$ cat src/rtl/mult_nxn_fast.sv
// Sequential unsigned WIDTH x WIDTH multiplier built around one CHUNK x CHUNK
// partial multiplier; all-zero upper chunks of either operand are skipped.
module mult_nxn_fast #(
  parameter int WIDTH = 32,
  parameter int CHUNK = 16
) (
  input  logic                 clk,
  input  logic                 reset,
  input  logic                 start,
  input  logic [WIDTH-1:0]     a,
  input  logic [WIDTH-1:0]     b,
  output logic                 busy,
  output logic                 done,
  output logic [2*WIDTH-1:0]   product
);

  localparam int NCH = WIDTH / CHUNK;
  localparam int IW  = (NCH > 1) ? $clog2(NCH) : 1;
  localparam int SHW = $clog2(2 * WIDTH) + 1;

  typedef enum logic [1:0] {
    ST_IDLE = 2'd0,
    ST_CALC = 2'd1,
    ST_DONE = 2'd2
  } state_e;

  state_e             state_q, state_d;
  logic               busy_q, busy_d;
  logic               done_q, done_d;
  logic [WIDTH-1:0]   a_q, b_q;
  logic [IW-1:0]      i_q, j_q;
  logic [IW-1:0]      la_q, lb_q;
  logic [2*WIDTH-1:0] product_q;

  logic               accept_s;
  logic               last_s;
  logic [CHUNK-1:0]   a_ch_s, b_ch_s;
  logic [2*CHUNK-1:0] pp_s;
  logic [IW:0]        pos_s;
  logic [SHW-1:0]     shamt_s;
  logic [2*WIDTH-1:0] pp_shift_s;

  // Index of the highest nonzero chunk; 0 for an all-zero operand.
  function automatic logic [IW-1:0] hi_chunk(input logic [WIDTH-1:0] v);
    logic [IW-1:0] idx;
    idx = '0;
    for (int c = 0; c < NCH; c++) begin
      if (v[c*CHUNK +: CHUNK] != {CHUNK{1'b0}}) begin
        idx = IW'(c);
      end else begin
        idx = idx;
      end
    end
    return idx;
  endfunction

  assign accept_s = start && ((state_q == ST_IDLE) || (state_q == ST_DONE));
  assign last_s   = (i_q == la_q) && (j_q == lb_q);

  // Partial product of the current chunk pair, aligned to its weight.
  always_comb begin
    a_ch_s     = CHUNK'(a_q >> (SHW'(i_q) * SHW'(CHUNK)));
    b_ch_s     = CHUNK'(b_q >> (SHW'(j_q) * SHW'(CHUNK)));
    pp_s       = {{CHUNK{1'b0}}, a_ch_s} * {{CHUNK{1'b0}}, b_ch_s};
    pos_s      = {1'b0, i_q} + {1'b0, j_q};
    shamt_s    = SHW'(pos_s) * SHW'(CHUNK);
    pp_shift_s = (2*WIDTH)'(pp_s) << shamt_s;
  end

  // State register.
  always_ff @(posedge clk or posedge reset) begin
    if (reset) begin
      state_q <= ST_IDLE;
    end else begin
      state_q <= state_d;
    end
  end

  // Next-state logic.
  always_comb begin
    state_d = state_q;
    case (state_q)
      ST_IDLE: begin
        if (start) begin
          state_d = ST_CALC;
        end else begin
          state_d = ST_IDLE;
        end
      end
      ST_CALC: begin
        if (last_s) begin
          state_d = ST_DONE;
        end else begin
          state_d = ST_CALC;
        end
      end
      ST_DONE: begin
        if (start) begin
          state_d = ST_CALC;
        end else begin
          state_d = ST_IDLE;
        end
      end
      default: begin
        state_d = ST_IDLE;
      end
    endcase
  end

  // Status outputs decoded from the next state so they register alongside it.
  always_comb begin
    busy_d = 1'b0;
    done_d = 1'b0;
    case (state_d)
      ST_CALC: begin
        busy_d = 1'b1;
        done_d = 1'b0;
      end
      ST_DONE: begin
        busy_d = 1'b0;
        done_d = 1'b1;
      end
      default: begin
        busy_d = 1'b0;
        done_d = 1'b0;
      end
    endcase
  end

  // Registered status outputs.
  always_ff @(posedge clk or posedge reset) begin
    if (reset) begin
      busy_q <= 1'b0;
      done_q <= 1'b0;
    end else begin
      busy_q <= busy_d;
      done_q <= done_d;
    end
  end

  // Operand capture, chunk iteration (i inner, j outer) and accumulation.
  always_ff @(posedge clk or posedge reset) begin
    if (reset) begin
      a_q       <= '0;
      b_q       <= '0;
      la_q      <= '0;
      lb_q      <= '0;
      i_q       <= '0;
      j_q       <= '0;
      product_q <= '0;
    end else if (accept_s) begin
      a_q       <= a;
      b_q       <= b;
      la_q      <= hi_chunk(a);
      lb_q      <= hi_chunk(b);
      i_q       <= '0;
      j_q       <= '0;
      product_q <= '0;
    end else if (state_q == ST_CALC) begin
      product_q <= product_q + pp_shift_s;
      if (last_s) begin
        i_q <= '0;
        j_q <= '0;
      end else if (i_q == la_q) begin
        i_q <= '0;
        j_q <= j_q + IW'(1);
      end else begin
        i_q <= i_q + IW'(1);
        j_q <= j_q;
      end
    end else begin
      product_q <= product_q;
    end
  end

  assign busy    = busy_q;
  assign done    = done_q;
  assign product = product_q;

endmodule

$ cat config.mk
export PLATFORM = sky130hd
export DESIGN_NAME = mult_nxn_fast
export DESIGN_NICKNAME = d
export VERILOG_FILES = /design/src/rtl/mult_nxn_fast.sv
export SDC_FILE = /design/constraint.sdc
export NUM_CORES = 1
export LEC_CHECK = 0
export BUFFER_PORTS_ARGS = -buffer_cell sky130_fd_sc_hd__buf_2
export CAP_MARGIN = 20
export CORE_MARGIN = 2
export CORE_UTILIZATION = 46
export CTS_BUF_LIST = sky130_fd_sc_hd__clkbuf_4
export DETAILED_ROUTE_END_ITERATION = 10
export SLEW_MARGIN = 5
export SYNTH_ARGS = -nofsm -noshare
export SYNTH_HDL_FRONTEND = slang
export SYNTH_SLANG_ARGS = --single-unit
$ cat constraint.sdc
create_clock -name clk -period 19.1 [get_ports clk]
set_input_delay 0.955 -clock clk [delete_from_list [all_inputs] [get_ports clk]]
set_output_delay 0.955 -clock clk [all_outputs]
set_load 0.05 [all_outputs]
==> After elaboration in Yosys (flattened, before gate mapping) <==
Index checks and enable logic that the tools add are counted.
{ "totals": {"reg_bits": 136, "out_inout_bits": 66, "inputBits": 67, "word_cells": 51} }
{ "classes": {"add_sub_neg": 4, "mul": 1, "n_mux": 17, "eq_ne": 6, "reduce_logical": 10, "shifts": 3} }
{ "ops": {"columns": ["op", "count"], "rows": [
  ["$mux 64", 2],
  ["$add 64x64->64", 1],
  ["$shl 32x6->64", 1],
  ["$shr 32x5->16", 2],
  ["$mul 16x16->32", 1],
  ["$reduce_bool 16->1", 2],
  ["$mux 1", 13],
  ["$eq 2x1->1 const B", 2],
  ["$eq 2x2->1 const B", 2],
  ["$pmux 2 s2", 1],
  ["$reduce_bool 3->1", 1],
  ["$add 1x1->1 const B", 2],
  ["$add 1x1->2", 1],
  ["$eq 1x1->1", 2],
  ["$logic_and 1x1->1", 2],
  ["$logic_not 2->1", 1],
  ["$mux 2", 1],
  ["$reduce_and 2->1", 1],
  ["$reduce_bool 2->1", 1],
  ["$reduce_or 2->1", 1],
  ["$logic_or 1x1->1", 1]
]} }

==> Depth between registers and ports, before layout <==
{ "logic_depth": {"word_depth": 6, "ltp_mapped": 41, "ltp_nobuf": 38} }

==> Least setup slack after synthesis <==
OpenSTA, ideal clock, no wires.
{ "synth_timing": {"path_type": "register to register", "start": "register i_q", "end": "register product_q[57], in the netlist product[57]", "required_time_ns": 18.971, "period_less_slack_ns": 9.753, "path_stages_with_launch": 40, "n_path_buf": 3, "setup_ns": 0.129, "setup_slack_ns": 9.347, "arrival_time_ns": 9.625, "cell_sequence": "dfrtp_1 clkbuf_1 clkbuf_1 buf_1 mux2i_1 nor2_1 fa_1 inv_1 fa_1 fa_1 fa_1 inv_1 fa_1 inv_1 fa_1 inv_1 ha_1 and3_1 (+4 left out) o21ai_0 a21boi_1 o21ai_0 nor3b_1 o31ai_1 nor2b_1 ha_1 a21oi_1 a21oi_1 a311oi_1 nand2_1 o31ai_2 o21ai_2 a31oi_4 o21ai_2 a221o_1 mux2i_1 nand3_1"} }
{ "synth_via": {"elab_chain_cells": 6, "word_cells_on_any_way": 7, "cone_classes": "2 x add/sub; 1 x mul; 2 x shift; 2 x mux"} }
{ "synth_lines": {"columns": ["element", "line", "text"], "rows": [
  ["from (decl)", "31", "logic [IW-1:0] i_q, j_q;"],
  ["from (signal assigned)", "168", "i_q <= i_q + IW'(1);"],
  ["$shr 32x5->16", "62", "a_ch_s = CHUNK'(a_q >> (SHW'(i_q) * SHW'(CHUNK)));"],
  ["$mul 16x16->32", "64", "pp_s = {{CHUNK{1'b0}}, a_ch_s} * {{CHUNK{1'b0}}, b_ch_s};"],
  ["$shl 32x6->64 *", "67", "pp_shift_s = (2*WIDTH)'(pp_s) << shamt_s;"],
  ["$add 64x64->64 *", "160", "product_q <= product_q + pp_shift_s;"],
  ["$mux 64 *", "159", "end else if (state_q == ST_CALC) begin"],
  ["$mux 64 *", "151", "end else if (accept_s) begin"],
  ["to (signal assigned)", "160", null],
  ["to (signal assigned)", "172", "product_q <= product_q;"],
  ["to (decl)", "33", "logic [2*WIDTH-1:0] product_q;"]
]} }
Mark *: on every way between the ends. The rest lies on a longest branch, timed or not. The select of a mux whose other input is x is not followed.
A chain may end at the register's enable or synchronous reset.

==> Worst setup path after layout <==
Same ends and word-level chain as after synthesis.

==> metrics.txt <==
# TYPE chip_impl_metric gauge
chip_impl_metric{name="die_area",unit="mm^2"} 0.0406
chip_impl_metric{name="finalHoldViolCount",unit=""} 0
chip_impl_metric{name="initialDrtViolationCount",unit=""} 827
chip_impl_metric{name="worst-r2r-setup-slack",unit="ns"} 8.48
chip_impl_metric{name="clock-sinks",unit=""} 136
chip_impl_metric{name="timing.critical_path.fanout_max",unit=""} 33
chip_impl_metric{name="critPathMaxStageDelay",unit="ns"} 0.79
chip_impl_metric{name="dpl-instance-area",unit="mm^2"} 0.0190
chip_impl_metric{name="filler_cell_count",unit=""} 3764
chip_impl_metric{name="post_synthesis_net_count",unit=""} 2449
chip_impl_metric{name="final_core_utilization",unit="%"} 50.1
chip_impl_metric{name="worstMarginPinSlew",unit="ns"} 1.05
chip_impl_info{name="synthFlopType",value="sky130_fd_sc_hd__dfrtp_1"} 1
chip_impl_info{name="crit_path_end_kind",value="register"} 1
chip_impl_metric{name="placementRows",unit=""} 72
chip_impl_metric{name="fin_crit_sh",unit="%"} 55.6
chip_impl_metric{name="port_buffers",unit=""} 132
chip_impl_metric{name="initial_core_util",unit="%"} 46.6
chip_impl_info{name="critPathMostFrequentCell",value="sky130_fd_sc_hd__fa_1"} 1
chip_impl_metric{name="synthesis.area_per_instance",unit="um^2"} 8.90
chip_impl_info{name="run_status",value="completed"} 1
chip_impl_metric{name="setup_violations",unit=""} 0
chip_impl_info{name="crit_path_start_kind",value="register"} 1
chip_impl_metric{name="final.setup_skew",unit="ns"} 0.0333
chip_impl_metric{name="timing.final.ws_setup",unit="ns"} 8.48
chip_impl_info{name="setup_repair_after_global_routing_missed_its_margin",value="false"} 1
chip_impl_metric{name="first_global_vias",unit=""} 15100
chip_impl_metric{name="cts-htree-levels",unit=""} 4
chip_impl_info{name="tritoncts",value="done"} 1
chip_impl_metric{name="hpwlAfterDp",unit="um"} 43900
chip_impl_info{name="path_class",value="reg2reg"} 1
chip_impl_metric{name="drc",unit=""} 0
chip_impl_metric{name="overall_track_demand_over_capacity_in_global_routing",unit="%"} 27.4
chip_impl_metric{name="dp_worst_setup_slack",unit="ns"} 8.51
chip_impl_metric{name="grt_pass1_wl",unit="um"} 86000
chip_impl_metric{name="layout_min_cycle_time",unit="ns"} 10.62
chip_impl_metric{name="cp.required",unit="ns"} 19.65
chip_impl_info{name="worstSetupStartpoint",value="i_q"} 1
chip_impl_metric{name="post_cts_resized",unit=""} 0
chip_impl_metric{name="syn-instance-count",unit=""} 2018
chip_impl_metric{name="sequential_cell_area",unit="mm^2"} 0.00340
chip_impl_metric{name="cts-hold-fix-buffers",unit=""} 0
chip_impl_metric{name="drv.max_cap_violation_count",unit=""} 0
chip_impl_metric{name="dr.pass1.iters",unit=""} 6
chip_impl_metric{name="number_of_nets_at_the_end_of_the_flow",unit=""} 2533
chip_impl_metric{name="postCtsSetupRepairBufs",unit=""} 0
chip_impl_metric{name="yosys_warnings",unit=""} 0
chip_impl_metric{name="synth_sequential_area_ratio",unit="%"} 19.0
chip_impl_metric{name="core_area",unit="mm^2"} 0.0386
chip_impl_metric{name="number_of_pins_exceeding_their_max_slew_limit_in_the_final_report",unit=""} 0
chip_impl_metric{name="post_synth_arst_share",unit="%"} 100
chip_impl_metric{name="syn_area",unit="mm^2"} 0.0180
chip_impl_metric{name="final_antenna_net_count",unit=""} 0
chip_impl_info{name="timing.rr.end",value="product[57]"} 1
chip_impl_metric{name="drt-vias-per-instance",unit=""} 5.55
chip_impl_metric{name="synth_cell_type_count",unit=""} 77
chip_impl_metric{name="arrival",unit="ns"} 11.18
chip_impl_metric{name="grt_antenna_before_repair",unit=""} 1
chip_impl_metric{name="max_slew_headroom",unit="%"} 27.7
chip_impl_info{name="mostFrequentLayoutCell",value="sky130_fd_sc_hd__inv_1"} 1
chip_impl_metric{name="clock_tree.buffer_depth",unit=""} 2
chip_impl_metric{name="chipWidth",unit="um"} 202
chip_impl_metric{name="via_count",unit=""} 14600
chip_impl_metric{name="cts.reportedPaths.clkPinSlew",unit="ns"} 0.16
chip_impl_metric{name="place.gp.congestion",unit=""} 0.937
chip_impl_metric{name="max_freq",unit="MHz"} 94.2
chip_impl_metric{name="largest_net_degree_at_the_start_of_global_routing",unit=""} 76
chip_impl_info{name="hold_path.class",value="in2async"} 1
chip_impl_metric{name="tritoncts.num_buffers",unit=""} 17
chip_impl_metric{name="floorplan.io_pins",unit=""} 133
chip_impl_metric{name="fp.dieH",unit="um"} 202
chip_impl_metric{name="ff2ff_path_depth",unit=""} 37
chip_impl_metric{name="final_layout_size_suffix_gt1_share",unit="%"} 14.3
chip_impl_metric{name="wirelength",unit="um"} 53700
chip_impl_metric{name="globalRoute.totalOverflow",unit=""} 0
chip_impl_info{name="cts.root.buffer_cell",value="sky130_fd_sc_hd__clkbuf_4"} 1
chip_impl_metric{name="finalInstanceArea",unit="mm^2"} 0.0193
chip_impl_metric{name="flow.area_growth_from_synthesis",unit="%"} 7.50
chip_impl_metric{name="clkLatencyLatePin",unit="ns"} 0.68
chip_impl_metric{name="synth_edf_count",unit=""} 0
chip_impl_metric{name="ys_ff_latch",unit=""} 136
chip_impl_info{name="worst_path_max_delay_cell",value="sky130_fd_sc_hd__mux2i_1"} 1
chip_impl_metric{name="multi_input_area",unit="mm^2"} 0.0132
chip_impl_info{name="layout_common_cells",value="sky130_fd_sc_hd__inv_1 (259), sky130_fd_sc_hd__nand2_1 (250), sky130_fd_sc_hd__fa_1 (195)"} 1
chip_impl_info{name="crit-reg2reg-launch",value="i_q"} 1
chip_impl_info{name="critical_path.endpoint",value="product[57]"} 1
chip_impl_metric{name="drt-wirelength-per-cell",unit="um"} 20.4
chip_impl_metric{name="fin_tns_setup",unit="ns"} 0
[synthesized netlist by cell type (4+ instances only)]
| cell | instances | area (um^2) |
|---|---|---|
| sky130_fd_sc_hd__o22ai_1 | 17 | 106 |
| sky130_fd_sc_hd__a22o_1 | 9 | 78.8 |
| sky130_fd_sc_hd__o21a_1 | 8 | 60.1 |
| sky130_fd_sc_hd__o21ai_1 | 5 | 25.0 |
| sky130_fd_sc_hd__buf_1 | 6 | 22.5 |
| sky130_fd_sc_hd__a221o_1 | 4 | 40.0 |
| sky130_fd_sc_hd__nand3_1 | 12 | 60.1 |
| sky130_fd_sc_hd__nand4_1 | 22 | 138 |
| sky130_fd_sc_hd__a21oi_1 | 94 | 470 |
| sky130_fd_sc_hd__nor4_1 | 13 | 81.3 |
| sky130_fd_sc_hd__nor3b_1 | 4 | 30.0 |
| sky130_fd_sc_hd__o31ai_1 | 5 | 37.5 |
| sky130_fd_sc_hd__xnor2_1 | 50 | 438 |
| sky130_fd_sc_hd__inv_1 | 260 | 976 |
| sky130_fd_sc_hd__a31oi_1 | 10 | 62.6 |
| sky130_fd_sc_hd__and3_1 | 11 | 68.8 |
| sky130_fd_sc_hd__and2_1 | 14 | 87.6 |
| sky130_fd_sc_hd__o21bai_1 | 15 | 113 |
| sky130_fd_sc_hd__and4_1 | 4 | 35.0 |
| sky130_fd_sc_hd__o21ai_0 | 104 | 521 |
| sky130_fd_sc_hd__ha_1 | 169 | 2110 |
| sky130_fd_sc_hd__buf_4 | 8 | 60.1 |
| sky130_fd_sc_hd__nor2b_1 | 22 | 138 |
| sky130_fd_sc_hd__xor2_1 | 39 | 342 |
| sky130_fd_sc_hd__fa_1 | 195 | 3900 |
| sky130_fd_sc_hd__a21o_1 | 52 | 390 |
| sky130_fd_sc_hd__or3_1 | 7 | 43.8 |
| sky130_fd_sc_hd__or2_2 | 6 | 37.5 |
| sky130_fd_sc_hd__nor2_1 | 180 | 676 |
| sky130_fd_sc_hd__mux2i_1 | 36 | 360 |
| sky130_fd_sc_hd__buf_6 | 4 | 45.0 |
| sky130_fd_sc_hd__dfrtp_1 | 136 | 3400 |
| sky130_fd_sc_hd__nand2b_1 | 11 | 68.8 |
| sky130_fd_sc_hd__o211ai_1 | 5 | 37.5 |
| sky130_fd_sc_hd__a211oi_1 | 5 | 37.5 |
| sky130_fd_sc_hd__nor3_1 | 11 | 55.1 |
| sky130_fd_sc_hd__nand2_1 | 250 | 938 |
| sky130_fd_sc_hd__mux2_2 | 97 | 1090 |
| sky130_fd_sc_hd__clkbuf_1 | 61 | 229 |
[metrics by stage]
| step | hold WS [ns] | cells |
|---|---|---|
| floorplan | 0.475 | 2018 |
| global placement | 0.461 | 2601 |
| detailed placement | 0.469 | 2601 |
| CTS | 0.329 | 2632 |
| global route | 0.381 | 2634 |
| finish | 0.337 | 2634 |
[per-layer routing]
metal  up-vias  wire [um]  global-route usage, %
li1       6885          -                      -
met1      7217      24100                   37.4
met2       445      24800                   43.7
met3        70       3130                   5.36
met4         0       1630                   9.38
met5         -          0                      0
[kinds of logic after synthesis]
logic type	synth area share, %
xor gates and xnor gates	4.34
buffers and inverters	7.63
and+or+nand+nor	14.2
AOI/OAI and AO/OA	13.2
adders and majority gates	33.5
DFF	19.0
muxes	8.09
[final cells by class]
cell class	count	area share, %
diodes	2	0.0259
clock buffers	17	0.661
clock inverters	14	0.771
inverters	260	5.08
multi-input cells	1538	68.4
flip-flops and latches	136	17.6
well taps	518	3.36
repair buffers	149	4.08
[critical path, delay by kind of cell (launching register included)]
| family | cells | cell delay [ns] |
|---|---|---|
| AOI/OAI and AO/OA | 15 | 3.76 |
| adders and majority gates | 8 | 3.73 |
| and+or+nand+nor | 7 | 1.08 |
| muxes | 2 | 0.94 |
| buffers and inverters | 5 | 0.61 |
| DFF | 1 | 0.40 |
[worst min-delay path by stage]
stage / from / endpoint / slack (ns)
after floorplan: b_q[25] / b_q[25] / 0.47
after global placement: product[63] / product[63] / 0.46
after detailed placement: product[63] / product[63] / 0.47
after CTS: reset / busy / 0.33
after global routing: reset / busy / 0.38
final: reset / busy / 0.34
[state kept, by name, indices dropped and copies added (netlist names)]
name / count
b_q: 32
busy: 1
i_q: 1
lb_q: 1
product: 64
j_q: 1
state_q: 2
la_q: 1
done: 1
a_q: 32
Power is left out: the tool's default activity adds up to more than one toggle a clock period on the data nets, which glitch-free logic cannot reach.
